<file path="config.mk">
export PLATFORM = sky130hd
export DESIGN_NAME = vga_timing_gen
export DESIGN_NICKNAME = d
export VERILOG_FILES = /design/src/rtl/vga_timing_gen.sv
export SDC_FILE = /design/constraint.sdc
export NUM_CORES = 1
export LEC_CHECK = 0
export BUFFER_PORTS_ARGS = -buffer_cell sky130_fd_sc_hd__buf_2
export CORE_ASPECT_RATIO = 0.8
export CORE_UTILIZATION = 45
export DETAILED_ROUTE_END_ITERATION = 10
export PLACE_DENSITY = 0.7
export SLEW_MARGIN = 40
export SYNTH_ARGS = -nofsm -noshare
export SYNTH_HDL_FRONTEND = slang
export SYNTH_SLANG_ARGS = --single-unit
</file>
<file path="constraint.sdc">
create_clock -name CLOCK_50 -period 5.95 [get_ports CLOCK_50]
set_input_delay 0.8925 -clock CLOCK_50 [delete_from_list [all_inputs] [get_ports CLOCK_50]]
set_output_delay 0.8925 -clock CLOCK_50 [all_outputs]
set_load 0.01 [all_outputs]
</file>
<file path="src/rtl/vga_timing_gen.sv">
// ---------------------------------------------------------------------------
// vga_timing_gen
//
// VGA raster timing generator and pixel output stage. It runs on the 50 MHz
// board clock and derives a pixel clock enable from it. It produces
// HS/VS/BLANK_N with configurable geometry and sync polarity. It exports the
// active-area pixel coordinate to an upstream pixel source, and registers the
// colour that source returns onto the VGA DAC pins.
//
// Optional build feature: define VGA_PATTERN_EN to add the PATTERN_SEL input
// and an internal 8-bar colour test pattern generator.
//
// Ports
//   CLOCK_50     in   1   system clock, every register on its rising edge
//   RESET_N      in   1   synchronous active-low reset
//   IN_R/G/B     in   8   colour for the PIX_X/PIX_Y presented one pixel ago
//   PATTERN_SEL  in   1   (VGA_PATTERN_EN only) 1 = colour bars replace IN_*
//   PIX_X        out  11  active-area column, 0 outside the active area
//   PIX_Y        out  10  active-area row, 0 outside the active area
//   PIX_ACTIVE   out  1   PIX_X/PIX_Y address a visible pixel
//   FRAME_START  out  1   one CLOCK_50 pulse when the raster reaches h=0,v=0
//   VGA_CLK      out  1   pixel clock to the DAC
//   VGA_HS/VS    out  1   sync outputs, asserted level set by HS_POL/VS_POL
//   VGA_BLANK_N  out  1   low outside the visible area
//   VGA_SYNC_N   out  1   tied low (no sync-on-green)
//   VGA_R/G/B    out  8   DAC colour
//
// Geometry limits: counters are 11 bits (h) and 10 bits (v), so
// H_TOTAL must not exceed 2048 and V_TOTAL must not exceed 1024.
// CLK_DIV must be even and at least 2.
// ---------------------------------------------------------------------------
module vga_timing_gen #(
  parameter int CLK_DIV  = 2,
  parameter int H_SYNC   = 96,
  parameter int H_BP     = 48,
  parameter int H_ACTIVE = 640,
  parameter int H_FP     = 16,
  parameter int V_SYNC   = 2,
  parameter int V_BP     = 33,
  parameter int V_ACTIVE = 480,
  parameter int V_FP     = 10,
  parameter bit HS_POL   = 1'b0,
  parameter bit VS_POL   = 1'b0
) (
  input  logic        CLOCK_50,
  input  logic        RESET_N,
  input  logic [7:0]  IN_R,
  input  logic [7:0]  IN_G,
  input  logic [7:0]  IN_B,
`ifdef VGA_PATTERN_EN
  input  logic        PATTERN_SEL,
`endif
  output logic [10:0] PIX_X,
  output logic [9:0]  PIX_Y,
  output logic        PIX_ACTIVE,
  output logic        FRAME_START,
  output logic        VGA_CLK,
  output logic        VGA_HS,
  output logic        VGA_VS,
  output logic        VGA_BLANK_N,
  output logic        VGA_SYNC_N,
  output logic [7:0]  VGA_R,
  output logic [7:0]  VGA_G,
  output logic [7:0]  VGA_B
);

  localparam int DIV_W   = $clog2(CLK_DIV);
  localparam int H_TOTAL = H_SYNC + H_BP + H_ACTIVE + H_FP;
  localparam int V_TOTAL = V_SYNC + V_BP + V_ACTIVE + V_FP;

  localparam logic [DIV_W-1:0] DIV_LAST = DIV_W'(CLK_DIV - 1);
  // VGA_CLK is high for the second half of each pixel, so it falls together
  // with the pixel enable and the DAC latches on its rising edge mid-pixel.
  localparam logic [DIV_W-1:0] DIV_HALF = DIV_W'(CLK_DIV / 2);

  localparam logic [10:0] H_LAST      = 11'(H_TOTAL - 1);
  localparam logic [10:0] H_SYNC_END  = 11'(H_SYNC);
  localparam logic [10:0] H_ACT_START = 11'(H_SYNC + H_BP);
  localparam logic [10:0] H_ACT_END   = 11'(H_SYNC + H_BP + H_ACTIVE);

  localparam logic [9:0]  V_LAST      = 10'(V_TOTAL - 1);
  localparam logic [9:0]  V_SYNC_END  = 10'(V_SYNC);
  localparam logic [9:0]  V_ACT_START = 10'(V_SYNC + V_BP);
  localparam logic [9:0]  V_ACT_END   = 10'(V_SYNC + V_BP + V_ACTIVE);

`ifdef VGA_PATTERN_EN
  localparam logic [10:0] BAR_W = 11'(H_ACTIVE / 8);

  // Bar number 0..7 for an active-area column. Uses threshold compares
  // rather than a divider because BAR_W need not be a power of two.
  function automatic logic [2:0] bar_index(input logic [10:0] x);
    logic [2:0] idx;
    idx = 3'd0;
    for (int i = 1; i < 8; i++) begin
      if (x >= BAR_W * 11'(i)) idx = 3'(i);
    end
    return idx;
  endfunction

  // Bar order white, yellow, cyan, green, magenta, red, blue, black:
  // red is off for bars 2,3,6,7, green for 4..7, blue for the odd bars.
  function automatic logic [23:0] bar_colour(input logic [2:0] idx);
    return {{8{~idx[1]}}, {8{~idx[2]}}, {8{~idx[0]}}};
  endfunction
`endif

  // Timebase state
  logic [DIV_W-1:0] div_cnt;
  logic [DIV_W-1:0] div_next;
  logic             pix_ce;
  logic             vga_clk;
  logic [10:0]      h_cnt;
  logic [10:0]      h_next;
  logic [9:0]       v_cnt;
  logic [9:0]       v_next;
  logic             frame_start;
  logic             active_next;

  // Stage 0: coordinate presented to the pixel source
  logic             vld_p0;
  logic [10:0]      x_p0;
  logic [9:0]       y_p0;

  // Stage 1: sync, blank and colour presented to the DAC
  logic             hs_p1;
  logic             vs_p1;
  logic             vld_p1;
  logic [7:0]       r_p1;
  logic [7:0]       g_p1;
  logic [7:0]       b_p1;

  logic [7:0]       src_r;
  logic [7:0]       src_g;
  logic [7:0]       src_b;

  always_comb begin
    pix_ce   = (div_cnt == DIV_LAST);
    div_next = pix_ce ? '0 : div_cnt + 1'b1;
    h_next   = h_cnt;
    v_next   = v_cnt;
    if (pix_ce) begin
      if (h_cnt == H_LAST) begin
        h_next = 11'd0;
        v_next = (v_cnt == V_LAST) ? 10'd0 : v_cnt + 10'd1;
      end else begin
        h_next = h_cnt + 11'd1;
      end
    end
    active_next = (h_next >= H_ACT_START) && (h_next < H_ACT_END) &&
                  (v_next >= V_ACT_START) && (v_next < V_ACT_END);
  end

  // Colour source for stage 1: the upstream pixel or the built-in bars.
  always_comb begin
    src_r = IN_R;
    src_g = IN_G;
    src_b = IN_B;
`ifdef VGA_PATTERN_EN
    if (PATTERN_SEL) {src_r, src_g, src_b} = bar_colour(bar_index(x_p0));
`endif
  end

  // ---- timebase: divider, raster counters, frame marker ----
  // Reset clears the counters to h=0,v=0, so a reset mid-line restarts the
  // raster from the top-left. The first pixel enable comes CLK_DIV clocks
  // after release.
  always_ff @(posedge CLOCK_50) begin
    if (!RESET_N) begin
      div_cnt     <= '0;
      vga_clk     <= 1'b0;
      h_cnt       <= 11'd0;
      v_cnt       <= 10'd0;
      frame_start <= 1'b0;
    end else begin
      div_cnt     <= div_next;
      vga_clk     <= (div_next >= DIV_HALF);
      frame_start <= pix_ce && (h_next == 11'd0) && (v_next == 10'd0);
      if (pix_ce) begin
        h_cnt <= h_next;
        v_cnt <= v_next;
      end
    end
  end

  // ---- stage 0: coordinate of the pixel the counters now point at ----
  always_ff @(posedge CLOCK_50) begin
    if (!RESET_N) begin
      vld_p0 <= 1'b0;
      x_p0   <= 11'd0;
      y_p0   <= 10'd0;
    end else if (pix_ce) begin
      vld_p0 <= active_next;
      x_p0   <= active_next ? h_next - H_ACT_START : 11'd0;
      y_p0   <= active_next ? v_next - V_ACT_START : 10'd0;
    end
  end

  // ---- stage 1: outputs for the pixel addressed during the last period ----
  // Sync is decoded from the pre-increment counters, so it lines up with the
  // colour returned for the coordinate that stage 0 was showing.
  always_ff @(posedge CLOCK_50) begin
    if (!RESET_N) begin
      hs_p1  <= ~HS_POL;
      vs_p1  <= ~VS_POL;
      vld_p1 <= 1'b0;
      r_p1   <= 8'd0;
      g_p1   <= 8'd0;
      b_p1   <= 8'd0;
    end else if (pix_ce) begin
      hs_p1  <= (h_cnt < H_SYNC_END) ? HS_POL : ~HS_POL;
      vs_p1  <= (v_cnt < V_SYNC_END) ? VS_POL : ~VS_POL;
      vld_p1 <= vld_p0;
      r_p1   <= vld_p0 ? src_r : 8'd0;
      g_p1   <= vld_p0 ? src_g : 8'd0;
      b_p1   <= vld_p0 ? src_b : 8'd0;
    end
  end

  assign PIX_X       = x_p0;
  assign PIX_Y       = y_p0;
  assign PIX_ACTIVE  = vld_p0;
  assign FRAME_START = frame_start;
  assign VGA_CLK     = vga_clk;
  assign VGA_HS      = hs_p1;
  assign VGA_VS      = vs_p1;
  assign VGA_BLANK_N = vld_p1;
  assign VGA_SYNC_N  = 1'b0;
  assign VGA_R       = r_p1;
  assign VGA_G       = g_p1;
  assign VGA_B       = b_p1;

endmodule
</file>
After elaboration in Yosys (flattened, before gate mapping)

Cells that the tools add are included.

Register bits after elaboration: 73
Input port bits: 26
Output and inout port bits: 52
Logic and storage cells: 48

Add/subtract/negate cells: 5
$lt $le $gt $ge: 7
Eq/ne operators: 2
Multiplexer cells: 13
Reduce and logical (&&, ||, !) cells: 7

Operator list:

| kind                    | number |
|---|---|
| $mux W10                | 4 |
| $mux W11                | 3 |
| $mux W8                 | 3 |
| $add A11 B1 Y11 const B | 1 |
| $eq A11 B10 Y1 const B  | 1 |
| $ge A11 B8 Y1 const B   | 1 |
| $logic_not A11 Y1       | 1 |
| $lt A11 B10 Y1 const B  | 1 |
| $lt A11 B7 Y1 const B   | 1 |
| $sub A11 B8 Y11 const B | 1 |
| $add A10 B1 Y10 const B | 1 |
| $eq A10 B10 Y1 const B  | 1 |
| $ge A10 B6 Y1 const B   | 1 |
| $logic_not A10 Y1       | 1 |
| $lt A10 B10 Y1 const B  | 1 |
| $lt A10 B2 Y1 const B   | 1 |
| $sub A10 B6 Y10 const B | 1 |
| $logic_and A1 B1 Y1     | 5 |
| $mux W1                 | 3 |
| $add A1 B1 Y1 const B   | 1 |
| $ge A1 B1 Y1 const B    | 1 |

Logic depth before layout (Yosys ltp)

Gate-level depths: netlist of run 1.

Depth in word-level cells: 8
Depth in mapped cells: 14

Worst setup path after synthesis of run 1

No wires, ideal clock.

Path type: flip-flop to flip-flop
Start: reg h_cnt[0]
End: reg x_p0[8], in the netlist PIX_X[8]
Setup time: 123 ps
Data arrival time: 3,365 ps
Path slack: 2,463 ps
Cell stages (with the launch flop): 15
Buffers on the path: 3
Period minus slack after synthesis: 3,487 ps
Path through: dfxtp_1 > ha_1 > and3_1 > clkbuf_2 > nand3_2 > clkbuf_1 > nor2_1 > a21boi_0 > inv_1 > ha_1 > or4_4 > a211o_1 > mux2i_4 > buf_6 > o31ai_2

RTL lines:

| element                  | RTL line | source |
|---|---|---|
| start: declaration       | 112      | `logic [10:0] h_cnt;` |
| start signal: assignment | 179      | `h_cnt <= h_next;` |
| $eq A11 B10 Y1 (*)       | 142      | `if (h_cnt == H_LAST) begin` |
| $mux W10 (*)             | 142      |  |
| $mux W10 (*)             | 141      | `if (pix_ce) begin` |
| named net v_next[0]      | 115      | `logic [9:0] v_next;` |
| $ge A10 B6 Y1            | 150      | `(v_next >= V_ACT_START) && (v_next < V_ACT_END);` |
| $logic_and A1 B1 Y1      | 149      | `active_next = (h_next >= H_ACT_START) && (h_next < H_ACT_END) &&` |
| $logic_and A1 B1 Y1 (*)  | 150      |  |
| $mux W11 (*)             | 193      | `x_p0 <= active_next ? h_next - H_ACT_START : 11'd0;` |
| end signal: assignment   | 193      |  |
| end: declaration         | 121      | `logic [10:0] x_p0;` |

The timed path passes the listed nets; every way through them passes the cells marked *.
A chain may end at the register's enable or synchronous reset.

Worst setup path in the final report of run 1

Start: reg div_cnt
End: reg y_p0[2], in the netlist PIX_Y[2]

RTL lines:

| element                  | RTL line | source |
|---|---|---|
| start: declaration       | 108      | `logic [DIV_W-1:0] div_cnt;` |
| start signal: assignment | 175      | `div_cnt <= div_next;` |
| $mux W10 (*)             | 141      |  |
| named net v_next[0]      | 115      |  |
| $ge A10 B6 Y1            | 150      |  |
| $logic_and A1 B1 Y1      | 149      |  |
| $logic_and A1 B1 Y1      | 150      |  |
| $mux W10 (*)             | 194      | `y_p0 <= active_next ? v_next - V_ACT_START : 10'd0;` |
| end signal: assignment   | 194      |  |
| end: declaration         | 122      | `logic [9:0] y_p0;` |

Marked as above.

==> impl_metrics.env, run 1 <==
export IMPL_p_leak_nw=1.76
export IMPL_ys_seq_area_share_pct=42.1
export IMPL_dp_slack_ns=1.86
export IMPL_worstPathCellList="and3_1, nand3_2, nand2_1, a21boi_0, inv_1, ha_1, or4_4, a211o_1, mux2i_4, buf_6, o31ai_2"
export IMPL_clockPowerShare_pct=41.0
export IMPL_synth_edf_count=0
export IMPL_p_switching_mw=0.228
export IMPL_wl_per_cell_um=14.0
export IMPL_worst_pin_slew_ns=0.892
export IMPL_cts_hold_buf=0
export IMPL_swShare_pct=25.7
export IMPL_setup_viol=0
export IMPL_dieArea_mm2=0.00796
export IMPL_die_w_um=99.5
export IMPL_min_path_type="flop to flop"
export IMPL_drtAntennaViolNets=0
export IMPL_start_util_pct=46.3
export IMPL_ys_ff_latch=72
export IMPL_drive_gt1_share_pct=29.5
export IMPL_syn_num_nets=393
export IMPL_route_detailed_drc=0
export IMPL_synthDistinctLibCells=57
export IMPL_num_vias=2856
export IMPL_yosys_warnings=0
export IMPL_arrival_ns=4.34
export IMPL_cts_setup_buffers=0
export IMPL_syn_to_final_growth_pct=18.6
export IMPL_yosysMostFrequentCell="dfxtp_1"
export IMPL_cap_violations=0
export IMPL_met2_usage_pct=25.7
export IMPL_die_h_um=80.0
export IMPL_pwr_share_comb_pct=3.9
export IMPL_cts_tree="done"
export IMPL_n_antenna_cell=0
export IMPL_synthTopCellsByArea="dfxtp_1 42%, o31ai_2 6.6%, a22o_1 6.4%, nand2_1 3.9%, ha_1 2.9%"
export IMPL_htree_levels=3
export IMPL_grt_pass1_wl_um=12200
export IMPL_fin_skew_ns=0.0116
export IMPL_synthesis_area_mm2=0.00342
export IMPL_critPathSlowestCell="dfxtp_1"
export IMPL_power_frac_seq_pct=55.1
export IMPL_drt_pass1_iterations=5
export IMPL_peakVddDrop_uv=120
export IMPL_grt_overflow=0
export IMPL_cts_buffer_depth=2
export IMPL_async_flop_share_pct=0
export IMPL_grt_pass1_vias=2395
export IMPL_fin_setup_tns_ns=0
export IMPL_worstSetupStartpointType="flop"
export IMPL_met1_usage_pct=30.2
export IMPL_cts_buffers_inserted=9
export IMPL_antenna_found_initial=0
export IMPL_max_freq_mhz=243
export IMPL_crit_family="simple AND/OR/NAND/NOR gates"
export IMPL_rsz0062_at_grt="no"
export IMPL_powerDensity_mw_per_mm2=219
export IMPL_grtUsageTotal_pct=19.8
export IMPL_portBuffers=76
export IMPL_insertion_delay_ns=0.35
export IMPL_grt_start_max_net_pins=26
export IMPL_dp_hpwl_um=5530
export IMPL_syn_inst=359
export IMPL_p_int_mw=0.659
export IMPL_rows=28
export IMPL_hold_violations=0
export IMPL_finalNetCount=459
export IMPL_min_period_ns=4.11
export IMPL_core_area_mm2=0.00739
export IMPL_clkSinkCount=72
export IMPL_final_period_utilization_pct=69.2
export IMPL_crit_fanout=19
export IMPL_crit_buf_inv=2
export IMPL_yosys_area_top_type_share_pct=42.1
export IMPL_cp_data_required_time_ns=6.18
export IMPL_cp_slowest_stage_delay_ns=0.72
export IMPL_status="complete, no violations"
export IMPL_synth_area_leader_cell="dfxtp_1"
export IMPL_place_area_mm2=0.00387
export IMPL_final_area_mm2=0.00406
export IMPL_final_core_util_pct=54.9
export IMPL_slew_violations=0
export IMPL_max_slew_margin_pct=40.0
export IMPL_criticalPathCategory="flop to flop"
export IMPL_routed_wl_um=7500
export IMPL_gp_congestion=0.872
export IMPL_fin_ws_ns=1.84
export IMPL_synth_ff_type="dfxtp_1"
export IMPL_busiest_layer="met1"
export IMPL_synth_avg_cell_area_um2=9.53
export IMPL_yosys_top_cells_count="72 x dfxtp_1, 36 x nand2_1, 26 x nor2_1"
export IMPL_viasPerCell=5.34
export IMPL_io_pins=78
export IMPL_critPathCaptureType="flop"
export IMPL_clkSlewWorstSetupHoldPaths_ns=0.09
export IMPL_root_buffer="clkbuf_8"
export IMPL_ctsResizeCount=0
export IMPL_drt_iter0_markers=150
export IMPL_use_met3_pct=6.13
power by group through the flow:
stage	sequential [mW]	clock [mW]	combinational (mW)
floorplan	0.498	0	0.0176
global placement	0.500	0	0.0306
detailed placement	0.500	0	0.0348
CTS	0.489	0.375	0.0350
global route	0.489	0.393	0.0385
finish	0.489	0.364	0.0347
stage by stage:
step,hold slack [ns],total power [mW],std cells
after CTS,0.462,0.899,535
after detailed placement,0.437,0.535,519
after floorplan,0.475,0.516,359
after global routing,0.494,0.920,535
final,0.459,0.887,535
after global placement,0.430,0.530,516
state kept, by name, summed over array words and instances (netlist names):
name and count:
FRAME_START 1, PIX_ACTIVE 1, VGA_BLANK_N 1, VGA_G 8, VGA_B 8, h_cnt 11
v_cnt 10, PIX_X 11, VGA_R 8, div_cnt 1, VGA_HS 1, VGA_VS 1
PIX_Y 10
cells by family after synthesis:
| family | share of synthesized area (%) |
|---|---|
| AND/OR/NAND/NOR | 21.3 |
| AO/OA/AOI/OAI | 22.7 |
| flip-flops | 42.1 |
| buffers and inverters | 5.01 |
| XOR/XNOR | 5.12 |
| adder cells (fa/ha/maj) | 2.93 |
| other | 0.110 |
| multiplexers | 0.658 |
path summary, 6_finish.rpt:
path | from | to | slack, ns | depth (start not counted)
setup / recovery | div_cnt$_SDFF_PN0_ | PIX_Y[2]$_SDFFE_PN0P_ | 1.84 | 11
hold / removal | PIX_X[2]$_SDFFE_PN0P_ | PIX_X[2]$_SDFFE_PN0P_ | 0.46 | 2
setup reg to reg | div_cnt$_SDFF_PN0_ | PIX_Y[2]$_SDFFE_PN0P_ | 1.84 | 11
hold reg to reg | PIX_X[2]$_SDFFE_PN0P_ | PIX_X[2]$_SDFFE_PN0P_ | 0.46 | 2
per-layer routing:
layer | wire (um) | part of all wire (%) | vias up
met5 | 0 | 0 | -
met4 | 56 | 0.75 | 0
met3 | 451 | 6.0 | 7
met2 | 3040 | 40 | 79
met1 | 3960 | 53 | 1321
li1 | - | - | 1449
cells in the final DEF (no fill, tap or decap), drive strengths merged, types with 2 or more instances in the layout:
cell      Yosys  routed
buf           9      79
dfxtp        72      72
nand2        36      36
nor2         26      26
a22o         25      25
o31ai        25      25
inv          10      15
nand3        14      14
o21ai        13      13
xnor2        11      11
nand4        10      10
a21oi        10      10
nor4         10      10
xor2          9       9
clkbuf       15       9
ha            8       8
and2          7       7
or4           6       6
and4          4       4
nand2b        4       4
nor3          4       4
and3          4       4
o31a          2       2
nor2b         2       2
a31oi         2       2
clkinvlp      0       2
nor3b         2       2
a211o         2       2
worst register-to-register path: cells and delay by family (launching register included):
family	cells	cell delay (ns)
AOI/OAI and AO/OA	3	0.76
adders and majority gates	1	0.27
buffers and inverters	2	0.39
DFF	1	0.72
muxes	1	0.39
and+or+nand+nor	4	1.47
layout make-up:
type                    count  area, um^2
clock buffers               9         124
flip-flops and latches     72        1440
inverters                  11        41.3
multi-input cells         252        1830
fillers                   676        3330
well taps                 105         131
clock inverters             7        61.3
repair buffers             79         434
Note: power is estimated with default switching activity, not from simulation.
==> run 2, diff against run 1 <==
--- a/config.mk
+++ b/config.mk
@@ -9,7 +9,7 @@
 export CORE_ASPECT_RATIO = 0.8
 export CORE_UTILIZATION = 45
 export DETAILED_ROUTE_END_ITERATION = 10
-export PLACE_DENSITY = 0.7
+export PLACE_DENSITY = 0.73
 export SLEW_MARGIN = 40
 export SYNTH_ARGS = -nofsm -noshare
 export SYNTH_HDL_FRONTEND = slang
==> constraint.sdc (replaced) <==
create_clock -name CLOCK_50 -period 3.3 [get_ports CLOCK_50]
set_input_delay 0.495 -clock CLOCK_50 [delete_from_list [all_inputs] [get_ports CLOCK_50]]
set_output_delay 0.495 -clock CLOCK_50 [all_outputs]
set_load 0.01 [all_outputs]
==> run 2 against run 1 <==
- wire length up 11%
- critical path depth up 1
- clock power up 82%
- critical endpoint is now PIX_Y[3]$_SDFFE_PN0P_
- clock-buffer cell count unchanged
==> impl_metrics.env, run 2 (synthesis results as in run 1) <==
export IMPL_grt_pass1_vias=2667
export IMPL_max_freq_mhz=318
export IMPL_grt_start_max_net_pins=34
export IMPL_drtAntennaViolNets=0
export IMPL_ff2ff_path_depth=12
export IMPL_p_leak_nw=1.82
export IMPL_cp_slowest_stage_delay_ns=0.58
export IMPL_final_period_utilization_pct=95.4
export IMPL_cts_setup_buffers=0
export IMPL_cts_buffers_inserted=9
export IMPL_final_core_util_pct=56.3
export IMPL_arrival_ns=3.38
export IMPL_wl_met1_um=4100
export IMPL_min_period_ns=3.15
export IMPL_dp_cells=533
export IMPL_slew_violations=0
export IMPL_drt_iter0_markers=310
export IMPL_portBuffers=76
export IMPL_criticalPathCategory="flop to flop"
export IMPL_clkSlewWorstSetupHoldPaths_ns=0.09
export IMPL_regArea_mm2=0.00144
export IMPL_crit_buf_inv=2
export IMPL_peakVddDrop_uv=188
export IMPL_syn_to_final_growth_pct=21.5
export IMPL_holdWs_ns=0.338
export IMPL_multiInputGateArea_mm2=0.00182
export IMPL_total_power_mw=1.61
export IMPL_route_met3_wl_um=628
export IMPL_worstSetupStartpointType="flop"
export IMPL_min_path_type="input pin to flop"
export IMPL_wl_per_cell_um=15.2
export IMPL_final_area_mm2=0.00416
export IMPL_clkSinkCount=72
export IMPL_hold_path_startpoint="IN_B[6]"
export IMPL_start_util_pct=46.3
export IMPL_setup_viol=0
export IMPL_fin_skew_ns=0.0114
export IMPL_place_area_mm2=0.00397
export IMPL_hold_depth=2
export IMPL_antenna_found_initial=0
export IMPL_final_common_cell="buf_2"
export IMPL_crit_fanout=22
export IMPL_dieArea_mm2=0.00796
export IMPL_num_vias=3034
export IMPL_worstPathCellList="ha_2, and3_1, nand3_2, nand2_1, a21boi_2, inv_1, ha_1, or4_4, a211o_1, mux2i_4, buf_12, o31ai_2"
export IMPL_hold_violations=0
export IMPL_core_area_mm2=0.00739
export IMPL_grtUsageTotal_pct=21.3
export IMPL_mostFrequentLayoutCells="76 x buf_2, 70 x dfxtp_1, 36 x nand2_1"
export IMPL_finalNetCount=473
export IMPL_cts_buffer_depth=2
export IMPL_final_cells=549
export IMPL_drive_gt1_share_pct=32.2
export IMPL_routed_wl_um=8320
export IMPL_worstSetupPathDepth=12
export IMPL_max_slew_margin_pct=62.1
export IMPL_dp_hpwl_um=6040
export IMPL_dp_slack_ns=0.118
export IMPL_rows=28
export IMPL_viasPerCell=5.53
export IMPL_gp_congestion=0.874
export IMPL_route_detailed_drc=0
export IMPL_rsz0062_at_grt="no"
export IMPL_io_pins=78
export IMPL_fill_cells=654
export IMPL_fin_ws_ns=0.152
export IMPL_reg2reg_to="PIX_Y[3]$_SDFFE_PN0P_"
export IMPL_htree_levels=3
export IMPL_critPathCaptureType="flop"
export IMPL_root_buffer="clkbuf_8"
export IMPL_critPathSlowestCell="or4_4"
export IMPL_cts_tree="done"
export IMPL_die_w_um=99.5
export IMPL_grt_pass1_wl_um=13100
export IMPL_die_h_um=80.0
export IMPL_drt_pass1_iterations=6
export IMPL_powerDensity_mw_per_mm2=386
export IMPL_top_layer="met4"
export IMPL_n_antenna_cell=0
export IMPL_cap_violations=0
export IMPL_status="complete, no violations"
export IMPL_insertion_delay_ns=0.36
export IMPL_worst_pin_slew_ns=0.568
export IMPL_grt_overflow=0
export IMPL_cp_data_required_time_ns=3.54
export IMPL_min_to="VGA_B[6]$_SDFFE_PN0P_"
export IMPL_met2WireLength_um=3520
export IMPL_r2r_start="h_cnt[0]$_SDFFE_PN0P_"
export IMPL_fin_setup_tns_ns=0
export IMPL_crit_family="simple AND/OR/NAND/NOR gates"
export IMPL_r2r_slack_ns=0.15
[run 2: worst max-delay path by stage]
| stage | start | to | slack, ns |
|---|---|---|---|
| CTS | h_cnt[0]$_SDFFE_PN0P_ | PIX_Y[3]$_SDFFE_PN0P_ | 0.08 |
| detailed placement | v_cnt[1]$_SDFFE_PN0P_ | PIX_Y[3]$_SDFFE_PN0P_ | 0.12 |
| global placement | v_cnt[1]$_SDFFE_PN0P_ | PIX_Y[9]$_SDFFE_PN0P_ | 0.21 |
| global route | h_cnt[0]$_SDFFE_PN0P_ | PIX_Y[3]$_SDFFE_PN0P_ | 0.0004 |
| finish | h_cnt[0]$_SDFFE_PN0P_ | PIX_Y[3]$_SDFFE_PN0P_ | 0.15 |
| floorplan | h_cnt[0]$_SDFFE_PN0P_ | PIX_X[8]$_SDFFE_PN0P_ | 0.02 |
[run 2: worst reg2reg max path, delay by kind of cell (launching register included)]
| family | cells | cell delay [ns] |
|---|---|---|
| fa+ha+maj | 2 | 0.48 |
| buf+inv | 2 | 0.31 |
| simple gates | 4 | 1.05 |
| mux | 1 | 0.17 |
| compound gates | 3 | 0.63 |
| flops | 1 | 0.39 |
[run 2: cell type report]
cell class | instances | share of cell area, %
well taps | 105 | 3.16
clock inverters | 7 | 1.47
multi-input cells | 252 | 43.9
inverters | 11 | 0.993
clock buffers | 9 | 2.98
flip-flops and latches | 72 | 34.7
repair buffers | 93 | 12.8
[run 2: layer usage]
metal	global-route usage, %	up-vias
met2	30.7	118
met1	30.3	1436
li1	-	1473
met4	5.59	0
met5	0	-
met3	6.65	7
[run 2: where the power goes]
part / switching, mW / total [mW] / internal [mW] / leakage [nW]
Combinational: 0.0395 / 0.0661 / 0.0265 / 1.15
Clock: 0.376 / 0.662 / 0.287 / 0.0888
Sequential: 0.00430 / 0.878 / 0.873 / 0.582
Total: 0.419 / 1.61 / 1.19 / 1.82
[run 2: repair_timing]
item | CTS | global route
endpoints found under the setup margin | 0 | 22
gates resized for setup | 0 | 2
hold buffers | 0 | 0
